<file path="config.mk">
export PLATFORM = sky130hd
export DESIGN_NAME = fetch_prefetch_queue
export DESIGN_NICKNAME = d
export VERILOG_FILES = /design/src/rtl/fetch_prefetch_queue.sv
export SDC_FILE = /design/constraint.sdc
export NUM_CORES = 1
export LEC_CHECK = 0
export CAP_MARGIN = 0
export CORE_MARGIN = 4
export CORE_UTILIZATION = 45
export CTS_CLUSTER_SIZE = 25
export DETAILED_ROUTE_END_ITERATION = 8
export DONT_BUFFER_PORTS = 1
export REMOVE_ABC_BUFFERS = 1
export SLEW_MARGIN = 5
export SYNTH_ARGS = -nofsm -noshare
export SYNTH_HDL_FRONTEND = slang
export SYNTH_SLANG_ARGS = --single-unit
</file>
<file path="constraint.sdc">
create_clock -name clk -period 3.2 [get_ports clk]
set_input_delay 0.64 -clock clk [delete_from_list [all_inputs] [get_ports clk]]
set_output_delay 0.64 -clock clk [all_outputs]
set_load 0.01 [all_outputs]
</file>
<file path="src/rtl/fetch_prefetch_queue.sv">
// Instruction prefetch queue: PC-sequential fetch over req/ack into a DEPTH-entry FIFO of {instr, pc+1}.
// Latency: ack at edge N gives valid from N+1; a redirect at an idle/ack edge issues the new PC at that edge.
// Backpressure: consume low holds the head; a fetch is issued only when a queue slot is free for its return.
module fetch_prefetch_queue #(
    parameter int ADDRESS_LEN     = 12,
    parameter int INSTRUCTION_LEN = 19,
    parameter int DEPTH           = 4
) (
    input  logic                       clk,
    input  logic                       rst,
    input  logic                       redirect,
    input  logic [ADDRESS_LEN-1:0]     redirect_pc,
    input  logic                       consume,
    output logic                       valid,
    output logic [INSTRUCTION_LEN-1:0] instruction,
    output logic [ADDRESS_LEN-1:0]     pc_plus1,
    output logic                       imem_req,
    output logic [ADDRESS_LEN-1:0]     imem_addr,
    input  logic                       imem_ack,
    input  logic [INSTRUCTION_LEN-1:0] imem_data
);

    localparam int PTR_W = $clog2(DEPTH);
    localparam int CNT_W = $clog2(DEPTH + 1);

    typedef struct packed {
        logic [INSTRUCTION_LEN-1:0] instr;
        logic [ADDRESS_LEN-1:0]     pc1;
    } entry_t;

    typedef enum logic {IDLE, WAIT} state_t;

    state_t                 state;
    entry_t                 queue [DEPTH];
    logic [PTR_W-1:0]       rd_ptr;
    logic [PTR_W-1:0]       wr_ptr;
    logic [CNT_W-1:0]       count;
    logic [CNT_W-1:0]       count_after;
    logic [ADDRESS_LEN-1:0] fetch_pc;
    logic                   drop;
    logic                   head_vld;
    logic                   push;
    logic                   pop;
    logic                   space;

    // Redirect suppresses both queue ports; data returned for a dropped request never lands.
    always_comb begin
        head_vld    = (count != '0);
        push        = (state == WAIT) && imem_ack && !drop && !redirect;
        pop         = consume && head_vld && !redirect;
        count_after = count + CNT_W'(push) - CNT_W'(pop);
        space       = (count_after < CNT_W'(DEPTH));
    end

    always_comb begin
        valid       = head_vld;
        instruction = '0;
        pc_plus1    = '0;
        if (head_vld) begin
            instruction = queue[rd_ptr].instr;
            pc_plus1    = queue[rd_ptr].pc1;
        end
    end

    always_ff @(posedge clk) begin
        if (!rst && push) begin
            queue[wr_ptr] <= '{instr: imem_data, pc1: imem_addr + ADDRESS_LEN'(1)};
        end
    end

    always_ff @(posedge clk) begin
        if (rst) begin
            state     <= IDLE;
            rd_ptr    <= '0;
            wr_ptr    <= '0;
            count     <= '0;
            fetch_pc  <= '0;
            drop      <= 1'b0;
            imem_req  <= 1'b0;
            imem_addr <= '0;
        end else if (redirect) begin
            rd_ptr <= '0;
            wr_ptr <= '0;
            count  <= '0;
            if (state == WAIT && !imem_ack) begin
                // Request still in flight: keep the handshake stable and discard its data later.
                drop     <= 1'b1;
                fetch_pc <= redirect_pc;
            end else begin
                drop      <= 1'b0;
                state     <= WAIT;
                imem_req  <= 1'b1;
                imem_addr <= redirect_pc;
                fetch_pc  <= redirect_pc + ADDRESS_LEN'(1);
            end
        end else begin
            if (push) wr_ptr <= wr_ptr + PTR_W'(1);
            if (pop)  rd_ptr <= rd_ptr + PTR_W'(1);
            count <= count_after;
            case (state)
                IDLE: begin
                    if (count < CNT_W'(DEPTH)) begin
                        state     <= WAIT;
                        imem_req  <= 1'b1;
                        imem_addr <= fetch_pc;
                        fetch_pc  <= fetch_pc + ADDRESS_LEN'(1);
                    end
                end
                WAIT: begin
                    if (imem_ack) begin
                        drop <= 1'b0;
                        if (space) begin
                            imem_req  <= 1'b1;
                            imem_addr <= fetch_pc;
                            fetch_pc  <= fetch_pc + ADDRESS_LEN'(1);
                        end else begin
                            state    <= IDLE;
                            imem_req <= 1'b0;
                        end
                    end
                end
                default: state <= IDLE;
            endcase
        end
    end

endmodule

</file>
## Word-level counts from Yosys, hierarchy flattened

Memories as Yosys holds them, arrays and structs flattened. A register that Yosys moved wholly into a read port is not among the register bits.
Cells that the tools add are included.

- Register bits: 34
- Logic and storage cells: 74
- Latch bits: 0
- Input port bits: 36
- Memory bits (read-only): 0
- Bits in writable memories: 124
- Memories kept: 1

- Divide/modulo/power cells: 0
- Eq/ne operators: 4
- $mul: 0
- Add/sub/neg operators: 7
- Bitwise operators: 1
- Muxes and demuxes: 32
- Reduce and logical (&&, ||, !) cells: 19
- Shifts and indexed selects: 0
- $lt $le $gt $ge: 2

Memories:

| memory | depth | width | read ports | clocked after Yosys merged registers in | write ports | RTL line | RTL |
|---|---|---|---|---|---|---|---|
| queue | 4 | 31 | 1 | 1 | 1 | 34 | `entry_t queue [DEPTH];` |

Operator list:

| operator | number |
|---|---|
| 12-bit 2-to-1 mux | 11 |
| 12-bit one-hot mux with 2 select lines | 2 |
| 12-bit by 1-bit adder with 12-bit output, second input constant | 3 |
| 19-bit 2-to-1 mux | 1 |
| 1-bit 2-to-1 mux | 14 |
| 1-bit logical AND | 7 |
| 3-bit less-than comparator, second input constant | 2 |
| 3-bit != test, second input constant | 2 |
| 3-bit AND reduction | 2 |
| 2-bit by 1-bit adder with 2-bit output, second input constant | 2 |
| 1-bit logical NOT | 4 |
| 2-bit 2-to-1 mux | 2 |
| 1-bit one-hot mux with 2 select lines | 2 |
| 4-bit AND reduction | 1 |
| 2-bit nonzero test | 2 |
| 3-bit by 1-bit adder with 3-bit output | 1 |
| 3-bit by 2-bit != test with 1-bit output, second input constant | 1 |
| 3-bit nonzero test | 1 |
| 3-bit by 1-bit subtractor with 3-bit output | 1 |
| 2-bit != test, second input constant | 1 |
| 2-bit AND reduction | 1 |
| 2-bit OR reduction | 1 |
| 1-bit NOT | 1 |

## Depth between registers and ports, before layout

- Depth after elaboration: 10
- Gate-level depth with buffers: 13
- Mapped depth without buffers: 12

## Least setup slack after synthesis

OpenSTA, ideal clock, no wires.

- Path type: input-to-reg
- From: input redirect
- To: register imem_addr[1]
- Path buffers: 2
- Stages: 13
- Data arrival time: 3.157 ns
- Setup slack: -0.048 ns
- Library setup time: 0.091 ns
- Cell sequence: buf_2 nor3_1 inv_1 ha_1 inv_1 ha_1 fa_1 xnor2_1 a21boi_1 o21ai_2 buf_4 a21oi_1 a311oi_1

- Cells in the longest elaborated chain, start to end: 7
- Elaborated cells on any way between the ends: 12

Ends and longest elaborated chain:

| item | RTL line | RTL |
|---|---|---|
| start, declared | 11 | `input logic redirect,` |
| 1-bit logical NOT | 49, 50 |  |
| 1-bit logical AND | 49 | `push = (state == WAIT) && imem_ack && !drop && !redirect;` |
| 3-bit by 1-bit adder with 3-bit output | 51 | `count_after = count + CNT_W'(push) - CNT_W'(pop);` |
| 3-bit by 1-bit subtractor with 3-bit output | 51 |  |
| 3-bit less-than comparator | 52 | `space = (count_after < CNT_W'(DEPTH));` |
| 3-bit by 2-bit != test with 1-bit output (no line) | - |  |
| 4-bit AND reduction (no line) | - |  |
| end signal, assigned | 93 | `imem_addr <= redirect_pc;` |
| end signal, assigned | 105 | `imem_addr <= fetch_pc;` |
| end signal, assigned | 114 | `imem_addr <= fetch_pc;` |
| end, declared | 18 | `output logic [ADDRESS_LEN-1:0] imem_addr,` |

Parallel ways exist; a longest one is shown, timed or not.
A chain may end at the register's enable or synchronous reset.

## Final worst setup path

- From: register count[1]
- To: register fetch_pc[9]

- Cells in the longest elaborated chain, start to end: 7
- Elaborated cells on any way between the ends: 10

Ends and longest elaborated chain:

| item | RTL line | RTL |
|---|---|---|
| start, declared | 37 | `logic [CNT_W-1:0] count;` |
| start signal, assigned | 99 | `count <= count_after;` |
| 3-bit nonzero test | 48 | `head_vld = (count != '0);` |
| 1-bit logical AND (2 in series) | 50 | `pop = consume && head_vld && !redirect;` |
| named net pop | 43 | `logic pop;` |
| 3-bit by 1-bit subtractor with 3-bit output | 51 |  |
| 3-bit less-than comparator | 52 |  |
| 3-bit by 2-bit != test with 1-bit output (no line) | - |  |
| 3-bit AND reduction (no line) | - |  |
| end signal, assigned | 88 | `fetch_pc <= redirect_pc;` |
| end signal, assigned | 94 | `fetch_pc <= redirect_pc + ADDRESS_LEN'(1);` |
| end signal, assigned | 106 | `fetch_pc <= fetch_pc + ADDRESS_LEN'(1);` |
| end, declared | 39 | `logic [ADDRESS_LEN-1:0] fetch_pc;` |

The timed path passes the listed nets, and every way through them passes these cells.

==> impl_metrics.csv <==
group,metric,value,unit
floorplan,standard_cell_row_count,45,
floorplan,die_height,133,um
floorplan,design.portCount,81,
power_and_ir_drop,power.combinational.fraction,4.2,%
sta,tightest_slew,0.492,ns
worst_setup_path,timing.critical_path.slowest_cell_delay,0.45,ns
detailed_routing,routedWlPerCell,19.1,um
power_and_ir_drop,power_report.internal_total,0.00358,W
synthesis,post_synth_num_cell_types,57,
sta,rsz0062_at_grt,"false",
cts,htree_num_levels,4,
power_and_ir_drop,power.switching_fraction,20.1,%
synthesis,synth_top_area_share,53.0,%
worst_setup_path,critPathLaunchType,"flip-flop",
synthesis,synth_top_cell_by_area,"edfxtp_1",
sta,post-route-period-util,92.7,%
flow_run,maxCapViolations,0,
global_routing,first_global_vias,4140,
worst_setup_path,crit_chain,"nor3_2 -> nor3b_1 -> ha_1 -> inv_1 -> ha_1 -> fa_1 -> xnor2_2 -> a41oi_1 -> o21a_2 -> nor4b_1 -> a2111oi_2",
power_and_ir_drop,switching_power,0.000901,W
cts,tritoncts_num_sinks,160,
synthesis,synth_simple_gate_area_share,10.1,%
cts,cts.clk_slew.worst_paths,0.06,ns
cts,post_cts_buffers,0,
cts,clock_path_buffers,2,
floorplan,fp.coreArea,15300,sq um
synthesis,synth-edff-count,124,
detailed_routing,drtAntennaViolNets,0,
synthesis,ys_ff_latch,160,
layout,num-nets-final,540,
synthesis,ys_dominant_reg_cell,"edfxtp_1",
sta,finalMaxSlewViolations,0,
detailed_routing,detailroute.wirelength.met3,1.18,mm
synthesis,post-synth-top-count-cell,"edfxtp_1",
detailed_routing,met2WireLength,6.68,mm
power_and_ir_drop,seq_power_share,52.1,%
cts,clkLatencyLatePin,0.42,ns
detailed_routing,route.final.wire_length,13.7,mm
power_and_ir_drop,pwr_density_cell,564,nW/um^2
placed_design,numPlacedInstances,686,
worst_setup_path,timing.critical_path.to_type,"flip-flop",
floorplan,fp.dieW,133,um
worst_setup_path,crit_path_top_delay_cell,"dfxtp_1",
global_routing,grt_start_max_net_pins,44,
synthesis,synth_compound_gate_area_share,7.21,%
floorplan,initial_core_util,46.0,%
synthesis,synthMuxAreaShare,11.8,%
detailed_routing,met1Wirelength,5.73,mm
synthesis,ys_warn_count,0,
placed_design,portBuffers,0,
detailed_routing,topRoutingLayerUsed,"met4",
placed_design,post-dp-hpwl,8.84,mm
layout,layout-area-overhead-vs-synth,13.1,%
cts,post_cts_hold_buffer_count,0,
synthesis,yosys-top-cells-area,"edfxtp_1 (53%), dfxtp_1 (10%), mux4_2 (9.9%)",
sta,maximum_clock_frequency,0.337,GHz
power_and_ir_drop,peakVddDrop,0.387,mV
cts,root_buffer,"clkbuf_16",
synthesis,synthArstFlopShare,0,%
layout,final_util,52.1,%
layout,antenna_cells_inserted,0,
worst_setup_path,critical-path-top-cell-by-count,"ha_1",
worst_setup_path,worstPathMaxFanout,8,
cts,tritoncts,"done",
detailed_routing,dr.pass1.iters,4,
layout,ratio_of_cells_with_drive_above_1_in_the_final_layout,18.2,%
sta,min_period,2.97,ns
layout,count_of_fill_cells_added_during_filler_insertion,1265,
detailed_routing,drcViolationCount,0,
synthesis,ys_top_cells_by_count,"edfxtp_1 (124), dfxtp_1 (36), nor2b_1 (34)",
global_routing,grt.total_usage,16.3,%
placed_design,routabilityCongestion,0.821,
sta,hold_slack,0.295,ns
worst_setup_path,critPathArrivalTime,3.28,ns
synthesis,synth_seq_area_share,63.3,%
synthesis,syn-mean-instance-area,14.5,sq um
global_routing,antenna_found_initial,0,
sta,max_slew_margin,67.2,%
power_and_ir_drop,power,0.00448,W
min_path,min-delay-path-class,"in2reg",
sta,finalHoldViolations,0,
worst_setup_path,critical_path.n_buffers_inverters,1,
floorplan,floorplan.die_area,17700,sq um
worst_setup_path,worstSetupPathType,"reg2reg",
run_status,run_status,"finished clean",
synthesis,largest_family_of_logic_cells_by_synthesized_area,"multiplexers",
sta,finalSetupTns,0,ns
detailed_routing,num_vias,3985,
cts,cts_buffers,17,
sta,setup-violations-final,0,
global_routing,wire_length_of_the_first_global_routing_pass,22.1,mm
global_routing,gr-total-overflow,0,
power_and_ir_drop,share_clk_of_total_power,43.7,%
detailed_routing,detailedRoute.firstIterationViolations,218,
synthesis,synth_xor_area_share,2.99,%
detailed_routing,viasPerCell,5.56,
worst_setup_path,crit_family,"compound AO/OA/AOI/OAI gates",
layout,final_instance_count_excl_fillers,717,
power_and_ir_drop,pleak,2.61,nW
synthesis,post_synth_inst_count,484,
synthesis,adder_cell_fraction_of_synth_area,1.89,%
worst_setup_path,cp.required,3.51,ns
synthesis,synthesis.area,7020,sq um
sta,finClkSkew,0.0143,ns
-- path summary, 6_finish.rpt --
kind / cells past startpoint / startpoint / slack, ns / end
max reg2reg: 11 / count[1] / 0.23 / fetch_pc[9]
min: 1 / rst / 0.29 / fetch_pc[9]
max: 11 / count[1] / 0.23 / fetch_pc[9]
min reg2reg: 2 / wr_ptr[1] / 0.51 / wr_ptr[1]
-- power groups by stage --
stage | sequential, W | clock (W) | combinational, W
2_1_floorplan | 0.00236 | 0 | 0.000140
3_3_place_gp | 0.00238 | 0 | 0.000182
3_5_place_dp | 0.00238 | 0 | 0.000189
4_1_cts | 0.00233 | 0.00202 | 0.000190
5_1_grt | 0.00234 | 0.00212 | 0.000211
6_report | 0.00233 | 0.00196 | 0.000187
-- sequential cells by signal (all words and copies together), names as in the netlist, named ones only --
| register | count |
|---|---|
| count | 3 |
| drop | 1 |
| fetch_pc | 12 |
| imem_addr | 12 |
| imem_req | 1 |
| queue | 124 |
| rd_ptr | 2 |
| state | 1 |
| wr_ptr | 2 |
-- kinds of logic after synthesis --
family	count (synthesis)
mux	44
simple gates	125
fa+ha+maj	10
xor+xnor	24
flops	160
buf+inv	45
compound gates	76
-- timing repair --
item,4_1_cts,5_1_grt
endpoints found under the hold margin,0,0
gates resized for setup,0,2
endpoints found under the setup margin,0,2
-- metal layers --
layer	vias up	track usage (%)
li1	1881	-
met1	1975	20.1
met2	119	26.1
met3	10	6.20
met4	0	5.83
met5	-	0
-- worst reg2reg max path, stage by stage, from the launching register on --
cell and delay, ns:
dfxtp_1 0.45, nor3_2 0.10, nor3b_1 0.29, ha_1 0.17, inv_1 0.04, ha_1 0.18, fa_1 0.44, xnor2_2 0.19
a41oi_1 0.30, o21a_2 0.27, nor4b_1 0.09, a2111oi_2 0.35
-- area by class of cell --
type	instances	area, sq um	share of cell area (%)
Clock buffer	19	433	5.45
Clock inverter	12	143	1.79
Inverter	17	63.8	0.803
Tap cell	211	264	3.32
Sequential cell	160	4450	55.9
Multi-Input combinational cell	279	2400	30.3
Timing Repair Buffer	19	193	2.42
-- layout by cell type, fill, tap and decap left out, types with 3 or more instances in the layout --
master and instances:
edfxtp_1 124, dfxtp_1 35, nor2b_1 34, mux4_2 31, a21oi_1 28, nand2_1 19
clkbuf_16 17, inv_1 16, nor2_1 15, buf_4 15, xnor2_1 14, mux2i_1 13
nand3_1 12, a311oi_1 12, xor2_1 9, ha_1 9, and3_1 8, o21ai_0 8
nand4_1 7, nor3_1 4, and2_2 4, clkinv_1 4, nor4_1 4, buf_12 4
a31oi_1 3, bufinv_16 3, clkinvlp_4 3
-- metrics by stage --
step / setup WS, ns / cell area [sq um]
floorplan: -1.56 / 6890
global placement: 0.0340 / 7360
detailed placement: -0.128 / 7360
CTS: 0.172 / 7940
global route: 0.00227 / 7950
finish: 0.232 / 7950
No activity file was read; power rests on OpenSTA's default activity.
